## config.mk

```make
export PLATFORM = sky130hd
export DESIGN_NAME = game_controller
export DESIGN_NICKNAME = d
export VERILOG_FILES = /design/src/rtl/game_pkg.sv /design/src/rtl/game_controller_frame_timer.sv /design/src/rtl/game_controller.sv
export SDC_FILE = /design/constraint.sdc
export NUM_CORES = 1
export LEC_CHECK = 0
export CORE_ASPECT_RATIO = 0.6
export CORE_MARGIN = 10
export CORE_UTILIZATION = 50
export CTS_BUF_LIST = sky130_fd_sc_hd__clkbuf_8
export DETAILED_ROUTE_END_ITERATION = 12
export PLACE_DENSITY = 0.77
export REMOVE_ABC_BUFFERS = 1
export SLEW_MARGIN = 20
export SYNTH_ARGS = -nofsm -noshare
export SYNTH_HDL_FRONTEND = slang
export SYNTH_SLANG_ARGS = --single-unit
```

## constraint.sdc

```tcl
create_clock -name clk -period 2.2 [get_ports clk]
set_input_delay 0.33 -clock clk [delete_from_list [all_inputs] [get_ports clk]]
set_output_delay 0.33 -clock clk [all_outputs]
set_load 0.02 [all_outputs]
```

## src/rtl/game_pkg.sv

```systemverilog
// Shared state encoding, parameter defaults and score arithmetic for the game controller.
// Pure declarations: no latency, no flow control.
package game_pkg;

    typedef enum logic [2:0] {
        S_ATTRACT   = 3'd0,
        S_READY     = 3'd1,
        S_PLAY      = 3'd2,
        S_DYING     = 3'd3,
        S_CLEAR     = 3'd4,
        S_OVER      = 3'd5
    } state_t;

    localparam int DEF_INIT_LIVES   = 3;
    localparam int DEF_READY_FRAMES = 120;
    localparam int DEF_DEATH_FRAMES = 90;
    localparam int DEF_CLEAR_FRAMES = 60;
    localparam int DEF_DOT_POINTS   = 10;

    function automatic logic [15:0] sat_add16(input logic [15:0] a, input logic [15:0] b);
        logic [16:0] sum;
        sum = {1'b0, a} + {1'b0, b};
        return sum[16] ? 16'hFFFF : sum[15:0];
    endfunction

endpackage

```

## src/rtl/game_controller_frame_timer.sv

```systemverilog
// Counts frame ticks up to a limit and emits a registered one-cycle done pulse.
// Latency: done follows the limit-th tick by one clock; clear has priority; no backpressure.
module frame_timer (
    input  logic       clk,
    input  logic       rst,
    input  logic       clear,
    input  logic       frame_tick,
    input  logic [7:0] limit,
    output logic       done
);

    logic [7:0] count;

    always_ff @(posedge clk or posedge rst) begin
        if (rst) begin
            count <= 8'd0;
            done  <= 1'b0;
        end else if (clear) begin
            count <= 8'd0;
            done  <= 1'b0;
        end else if (frame_tick) begin
            count <= count + 8'd1;
            done  <= ((count + 8'd1) == limit);
        end else begin
            done  <= 1'b0;
        end
    end

endmodule

```

## src/rtl/game_controller.sv

```systemverilog
// Game-flow FSM: attract, ready, play, dying, level clear, game over; tracks lives, level, score.
// All outputs registered (one clock after the causing input); inputs are sampled, never stalled.
module game_controller
    import game_pkg::*;
#(
    parameter int INIT_LIVES   = DEF_INIT_LIVES,
    parameter int READY_FRAMES = DEF_READY_FRAMES,
    parameter int DEATH_FRAMES = DEF_DEATH_FRAMES,
    parameter int CLEAR_FRAMES = DEF_CLEAR_FRAMES,
    parameter int DOT_POINTS   = DEF_DOT_POINTS
) (
    input  logic        clk,
    input  logic        rst,
    input  logic        frame_tick,
    input  logic        btn_start,
    input  logic        collision,
    input  logic        dot_eaten,
    input  logic        level_done,
    output logic        move_tick,
    output logic        soft_reset,
    output logic [2:0]  state,
    output logic [1:0]  lives,
    output logic [3:0]  level,
    output logic [15:0] score
);

    localparam logic [1:0]  LIVES0    = 2'(INIT_LIVES);
    localparam logic [7:0]  READY_LIM = 8'(READY_FRAMES);
    localparam logic [7:0]  DEATH_LIM = 8'(DEATH_FRAMES);
    localparam logic [7:0]  CLEAR_LIM = 8'(CLEAR_FRAMES);
    localparam logic [15:0] DOT_ADD   = 16'(DOT_POINTS);

    state_t     st;
    logic       btn_q;
    logic       armed;
    logic       start_evt;
    logic       counting;
    logic       tmr_clear;
    logic       tmr_done;
    logic [7:0] tmr_limit;

    // A button already held when reset releases must be let go before it can start a game.
    assign start_evt = btn_start & ~btn_q & armed;

    assign counting  = (st == S_READY) | (st == S_DYING) | (st == S_CLEAR);
    // Every exit from a timed state happens on done, so clearing there gives a zero count on entry.
    assign tmr_clear = ~counting | tmr_done;
    assign tmr_limit = (st == S_READY) ? READY_LIM :
                       (st == S_DYING) ? DEATH_LIM : CLEAR_LIM;

    frame_timer u_timer (
        .clk        (clk),
        .rst        (rst),
        .clear      (tmr_clear),
        .frame_tick (frame_tick),
        .limit      (tmr_limit),
        .done       (tmr_done)
    );

    assign state = st;

    always_ff @(posedge clk or posedge rst) begin
        if (rst) begin
            st         <= S_ATTRACT;
            lives      <= LIVES0;
            level      <= 4'd0;
            score      <= 16'd0;
            move_tick  <= 1'b0;
            soft_reset <= 1'b0;
            btn_q      <= 1'b0;
            armed      <= 1'b0;
        end else begin
            btn_q      <= btn_start;
            armed      <= armed | ~btn_start;
            move_tick  <= 1'b0;
            soft_reset <= 1'b0;
            case (st)
                S_ATTRACT, S_OVER: begin
                    if (start_evt) begin
                        st         <= S_READY;
                        lives      <= LIVES0;
                        level      <= 4'd0;
                        score      <= 16'd0;
                        soft_reset <= 1'b1;
                    end
                end
                S_READY: begin
                    if (tmr_done) begin
                        st        <= S_PLAY;
                        move_tick <= frame_tick;
                    end
                end
                S_PLAY: begin
                    if (dot_eaten)
                        score <= sat_add16(score, DOT_ADD);
                    if (collision)
                        st <= S_DYING;
                    else if (level_done)
                        st <= S_CLEAR;
                    else
                        move_tick <= frame_tick;
                end
                S_DYING: begin
                    if (tmr_done) begin
                        if (lives > 2'd1) begin
                            lives      <= lives - 2'd1;
                            soft_reset <= 1'b1;
                            st         <= S_READY;
                        end else begin
                            lives <= 2'd0;
                            st    <= S_OVER;
                        end
                    end
                end
                S_CLEAR: begin
                    if (tmr_done) begin
                        if (level != 4'hF)
                            level <= level + 4'd1;
                        soft_reset <= 1'b1;
                        st         <= S_READY;
                    end
                end
                default: st <= S_ATTRACT;
            endcase
        end
    end

endmodule
```

==> run summary, run 1 <==
Critical Path Max Stage Delay -> 0.70 ns
TritonCTS Buffers -> 5
Sequential-to-total area share from yosys stat -> 43.0%
Final setup fails -> 0
Final max-slew violation count -> 0
TNS Setup -> 0 ns
# IOs -> 34
Cells after synthesis -> 236
Area Overhead vs Synth -> 25.5%
Clk Latency, worst-skew pair -> 0.29 ns
Synth area leader -> dfrtp_1
CP bufs+invs -> 1
Die H -> 71.6 um
Critical Path Start Type -> flop
Largest net degree at the start of global routing -> 39
Post-synthesis average cell area -> 9.39 um2
Root Buffer -> clkbuf_8
Hold-fix buffers at CTS -> 0
Num Clock Sinks -> 38
Max VDD drop -> 0.367 mV
Maxcap violations -> 0
Routed wire length -> 5.46 mm
CP delay by family, top -> buffers and inverters
Antenna-violating nets left -> 0
Global-route wire length before repair -> 9.36 mm
Tot Pwr -> 2.05 mW
Fill cell count -> 349
Final Util -> 66.4%
Post-synth top area share -> 40.7%
Worst Path Max Fanout -> 8
Dpl cell area -> 2640 um2
Power Density -> 736 nW/um2
FF-to-FF path depth -> 6
Post-CTS sizing -> 0
Worst Clk Skew -> 0.00444 ns
Hold crit path type -> in -> async
Initial antenna violation count -> 0
Synth warn -> 0
Total number of vias -> 1932
Slowest cell on the critical path -> clkdlybuf4s50_1
DR iter-0 viols -> 178
Clk slew on worst S/H paths -> 0.08 ns
Drt pass-1 iters -> 5
Mapped Area -> 2220 um2
Outcome -> complete, no violations
Gpl congestion -> 0.819
Leak pwr -> 1.19 nW
Avg Vias per Cell -> 5.75
Final Hold Fails -> 0
Crit share post-route -> 86.8%
CTS tree -> done
Crit. End Element -> output port
Die W -> 106 um
Buffer levels on the longest clock path -> 2
Initial Util -> 52.9%
FF+latch count, synth -> 38
H-Tree Depth -> 2
Post-synth top flop -> dfrtp_1
Worst EP arrival -> 1.58 ns
Post-DP HPWL -> 4.00 mm
Die area -> 7580 um2
Core outline area -> 4190 um2
Layout cell share with drive strength beyond 1 -> 12.7%
Slew HR -> 62.5%
Multi-input logic area -> 1160 um2
RSZ-0062 raised after global routing -> false
Crit path kind -> reg -> out
Synth async-reset ratio -> 100%
Dpl ws -> 0.266 ns
Netlist cell types -> 49
DRC Markers -> 0
Global Route Usage Sum -> 14.8%
Row cnt -> 18
Nets -> 285
Tmin final -> 1.91 ns
Largest cells by area after synthesis -> dfrtp_1 (41%), nor2_1 (4.2%), xor2_1 (4.0%)
Remaining Overflow, GRT -> 0
Reg area -> 953 um2
Slew of the pin with the lowest slew margin -> 0.556 ns
Vias in the first global route -> 1826
Post-DR wirelength/cell -> 16.3 um
Critical path depth -> 1
I/O Buffers -> 33
Crit-path cells -> clkdlybuf4s50_1
Non-Filler Cell Area, Final -> 2780 um2
Maximum clock frequency -> 524 MHz
WP data required -> 1.87 ns
Post-synth EDFFs -> 0
Worst Setup Slack, final -> 0.291 ns
ANT cells -> 0
Setup Fix Bufs, Post-CTS -> 0
## routing by layer
layer / routed length, um / share of wire, % / global-route usage, % / vias to the layer above
met5: 0 / 0 / 0 / -
met4: 41 / 0.75 / 4.48 / 0
met3: 430 / 7.9 / 4.20 / 6
li1: - / - / - / 921
met1: 2730 / 50 / 22.0 / 936
met2: 2260 / 41 / 19.9 / 69
## final timing paths
check,startpoint,to,slack (ns)
hold reg to reg,armed,armed,0.48
min in group clk,armed,armed,0.48
setup reg to reg,score[1],score[13],0.36
hold / removal,rst,score[4],0.45
max in group asynchronous,rst,lives[1],1.38
setup / recovery,state[1],state[1],0.29
## sequential cells by signal, summed over array words and instances (netlist names), 2 cells and up
| name | cells |
|---|---|
| state | 3 |
| score | 16 |
| lives | 2 |
| level | 4 |
| u_timer.count | 8 |
## report_power, final
group	total [mW]	switching [mW]	internal [mW]
clock network	0.746	0.262	0.484
registers	0.910	0.132	0.778
logic	0.390	0.198	0.192
## cells in the final DEF (no fill, tap or decap), drive strengths merged, types with 2 or more instances in the layout
cell type,synthesis,routed
nor3b,5,5
mux2i,6,6
xor2,10,10
a31oi,5,5
nand4bb,2,2
and3,7,7
o31a,3,3
nor2,26,26
bufinv,0,2
nand3,11,11
xnor2,4,4
a21oi,15,15
buf,8,12
nand3b,4,4
o211ai,4,4
nor4,2,2
o21ai,15,15
nand2b,6,6
nand2,20,20
dfrtp,36,36
nor2b,2,2
ha,3,3
dfstp,2,2
inv,7,7
clkbuf,5,6
nand4,8,8
nor3,5,5
clkdlybuf4s50,0,33
or3,4,4
## per-stage QoR
step                std cells  hold slack [ns]
floorplan                 223            0.361
global placement          328            0.455
detailed placement        328            0.457
CTS                       336            0.469
global route              336            0.492
finish                    336            0.448
## cells in the mapped netlist (all sizes together) (2+ instances only)
master and n:
xor2 10, xnor2 4, nor3b 5, dfrtp 36
a31oi 5, ha 3, nor3 5, and3 7
mux2i 6, nand2b 6, inv 7, nor4 2
or3 4, o211ai 4, nor2 26, dfstp 2
nand2 20, nand3 11, nor2b 2, clkbuf 5
nand4 8, a21oi 15, nand3b 4, buf 8
o31a 3, o21ai 15, nand4bb 2
## kinds of logic (layout without fill, tap and decap cells)
family                     count (synthesis)  in the layout  share of synthesized area, %
AOI/OAI and AO/OA                         49             49                          13.8
xor gates and xnor gates                  14             14                          5.53
adders and majority gates                  3              3                          1.69
buffers and inverters                     20             60                          4.46
DFF                                       38             38                          43.0
muxes                                      7              7                          3.22
and+or+nand+nor                          105            105                          28.2
## cell type report
cell class,instances,area share [%]
Clock buffer,6,2.97
Clock inverter,2,2.16
Inverter,7,0.945
Multi-Input combinational cell,178,41.8
Sequential cell,38,34.3
Tap cell,60,2.70
Timing Repair Buffer,45,15.1
(Power assumes the default switching activity.)
==> run 2: changes to the inputs <==
CTS_CLUSTER_SIZE = 14   (was unset)
RECOVER_POWER = 100   (was unset)
==> run 2 against run 1 <==
Against the previous run:
- die area stayed put
- routed wire length is 0.38% lower
- via count is 0.62% higher
- first-iteration DRC count is 5.1% higher
- sequential share of layout area is 0.87 points higher
- maximum frequency is 2.6% lower
- worst setup slack worse by 0.051 ns
- final area is 2.5% lower
- power is 0.95% lower
==> run summary, run 2 (synthesis gave the netlist of run 1 again) <==
DR iter-0 viols -> 187 (was 178)
Area Overhead vs Synth -> 22.4% (was 25.5%)
Leak pwr -> 1.21 nW (was 1.19 nW)
Clk Latency, worst-skew pair -> 0.29 ns (about the same)
Hold-fix buffers at CTS -> 0 (unchanged)
Top flop regs -> score (16), u_timer.count (8), level (4) (unchanged)
CTS tree -> done (unchanged)
Buffer levels on the longest clock path -> 2 (unchanged)
Slowest cell on the critical path -> dlygate4sd3_1 (was clkdlybuf4s50_1)
Clk slew on worst S/H paths -> 0.08 ns (about the same)
Drt pass-1 iters -> 5 (unchanged)
Outcome -> complete, no violations (unchanged)
Worst Clk Skew -> 0.00582 ns (was 0.00444 ns)
Worst Path Max Fanout -> 8 (unchanged)
WP data required -> 1.87 ns (about the same)
Post-DP HPWL -> 4.00 mm (unchanged)
Hold crit path type -> reg -> reg (was in -> async)
Global Route Usage Sum -> 14.8% (unchanged)
Fin Hold WS -> 0.475 ns (was 0.448 ns)
Crit-path cells -> buf_4 -> dlygate4sd3_1 (was clkdlybuf4s50_1)
# IOs -> 34 (unchanged)
Critical Path Start Type -> flop (unchanged)
DP Cell Count -> 328 (unchanged)
Crit path kind -> reg -> out (unchanged)
Commonest cells after routing, fill and taps aside -> dfrtp_1 (36), dlygate4sd3_1 (29), nor2_1 (26) (was dfrtp_1 (36), clkdlybuf4s50_1 (33), nor2_1 (25))
TritonCTS Buffers -> 5 (unchanged)
Largest net degree at the start of global routing -> 39 (unchanged)
Most common cell after layout, fill and taps aside -> dfrtp_1 (unchanged)
Final Util -> 64.8% (was 66.4%)
Maximum clock frequency -> 510 MHz (was 524 MHz)
Root Buffer -> clkbuf_8 (unchanged)
Maxcap violations -> 0 (unchanged)
Initial Util -> 52.9% (unchanged)
Row cnt -> 18 (unchanged)
Fill cell count -> 363 (was 349)
Die W -> 106 um (unchanged)
Post-DR wirelength/cell -> 16.2 um (was 16.3 um)
ANT cells -> 0 (unchanged)
Top reg by flops -> score (unchanged)
Die H -> 71.6 um (unchanged)
Gpl congestion -> 0.819 (unchanged)
Total number of vias -> 1944 (was 1932)
TNS Setup -> 0 ns (unchanged)
Remaining Overflow, GRT -> 0 (unchanged)
Antenna-violating nets left -> 0 (unchanged)
Power Density -> 747 nW/um2 (was 736 nW/um2)
Global-route wire length before repair -> 9.36 mm (unchanged)
Initial antenna violation count -> 0 (unchanged)
I/O Buffers -> 33 (unchanged)
Routed wire length -> 5.44 mm (was 5.46 mm)
Final max-slew violation count -> 0 (unchanged)
Core outline area -> 4190 um2 (unchanged)
Nets -> 285 (unchanged)
Crit. End Element -> output port (unchanged)
Hold Path Cell Cnt -> 1
Slew of the pin with the lowest slew margin -> 0.967 ns (was 0.556 ns)
Max VDD drop -> 0.364 mV (was 0.367 mV)
Die area -> 7580 um2 (unchanged)
H-Tree Depth -> 2 (unchanged)
Setup Fix Bufs, Post-CTS -> 0 (unchanged)
Layout cell share with drive strength beyond 1 -> 9.06% (was 12.7%)
Avg Vias per Cell -> 5.79 (was 5.75)
RSZ-0062 raised after global routing -> false (unchanged)
Crit share post-route -> 89.1% (was 86.8%)
Worst EP arrival -> 1.63 ns (was 1.58 ns)
Final Hold Fails -> 0 (unchanged)
Tmin final -> 1.96 ns (was 1.91 ns)
FF-to-FF path depth -> 6 (unchanged)
Critical Path Max Stage Delay -> 0.68 ns (was 0.70 ns)
Max FFs per register -> 16 (unchanged)
DRC Markers -> 0 (unchanged)
Final setup fails -> 0 (unchanged)
Post-CTS sizing -> 0 (unchanged)
Num Clock Sinks -> 38 (unchanged)
Slew HR -> 35.6% (was 62.5%)
Vias in the first global route -> 1826 (unchanged)
Final std cells w/o fill -> 336 (unchanged)
==> run 2: critical path: cells and delay by family, from the launching register on <==
family / cells / cell delay, ns
buffers and inverters: 2 / 0.88
DFF: 1 / 0.46
==> run 2: per-stage QoR <==
step / setup slack, ns / instance area (um2) / total power [mW]
after global placement: 0.322 / 2640 / 1.29
after detailed placement: 0.266 / 2640 / 1.30
final: 0.240 / 2710 / 2.03
after floorplan: 0.361 / 2140 / 1.17
after CTS: 0.280 / 2780 / 2.05
after global routing: 0.106 / 2710 / 2.13
==> run 2: worst paths after layout <==
kind	start	end	slack, ns
hold reg to reg	armed	armed	0.47
hold / removal	armed	armed	0.47
min in group asynchronous	rst	score[4]	0.77
max in group asynchronous	rst	state[2]	0.82
setup / recovery	state[2]	state[2]	0.24
setup reg to reg	score[6]	score[5]	0.31
==> run 2: layer usage <==
| metal | vias to the layer above | part of all wire, % | global-route usage [%] |
|---|---|---|---|
| met5 | - | 0 | 0 |
| met4 | 0 | 0.73 | 4.48 |
| met3 | 7 | 9.5 | 4.20 |
| met2 | 81 | 41 | 19.9 |
| met1 | 935 | 48 | 22.0 |
| li1 | 921 | - | - |
==> run 2: cell type report <==
| class | count | area, um2 | share of cell area [%] |
|---|---|---|---|
| multi-input combinational | 178 | 1110 | 41.0 |
| clock inverter | 2 | 60.1 | 2.21 |
| sequential | 38 | 953 | 35.1 |
| timing repair buffer | 45 | 403 | 14.9 |
| tap | 60 | 75.1 | 2.77 |
| clock buffer | 6 | 82.6 | 3.04 |
| inverter | 7 | 26.3 | 0.969 |
==> run 2: power breakdown <==
group | internal [mW] | switching, mW | leakage, nW
clock | 0.484 | 0.261 | 0.0714
sequential | 0.778 | 0.132 | 0.491
combinational | 0.181 | 0.191 | 0.648
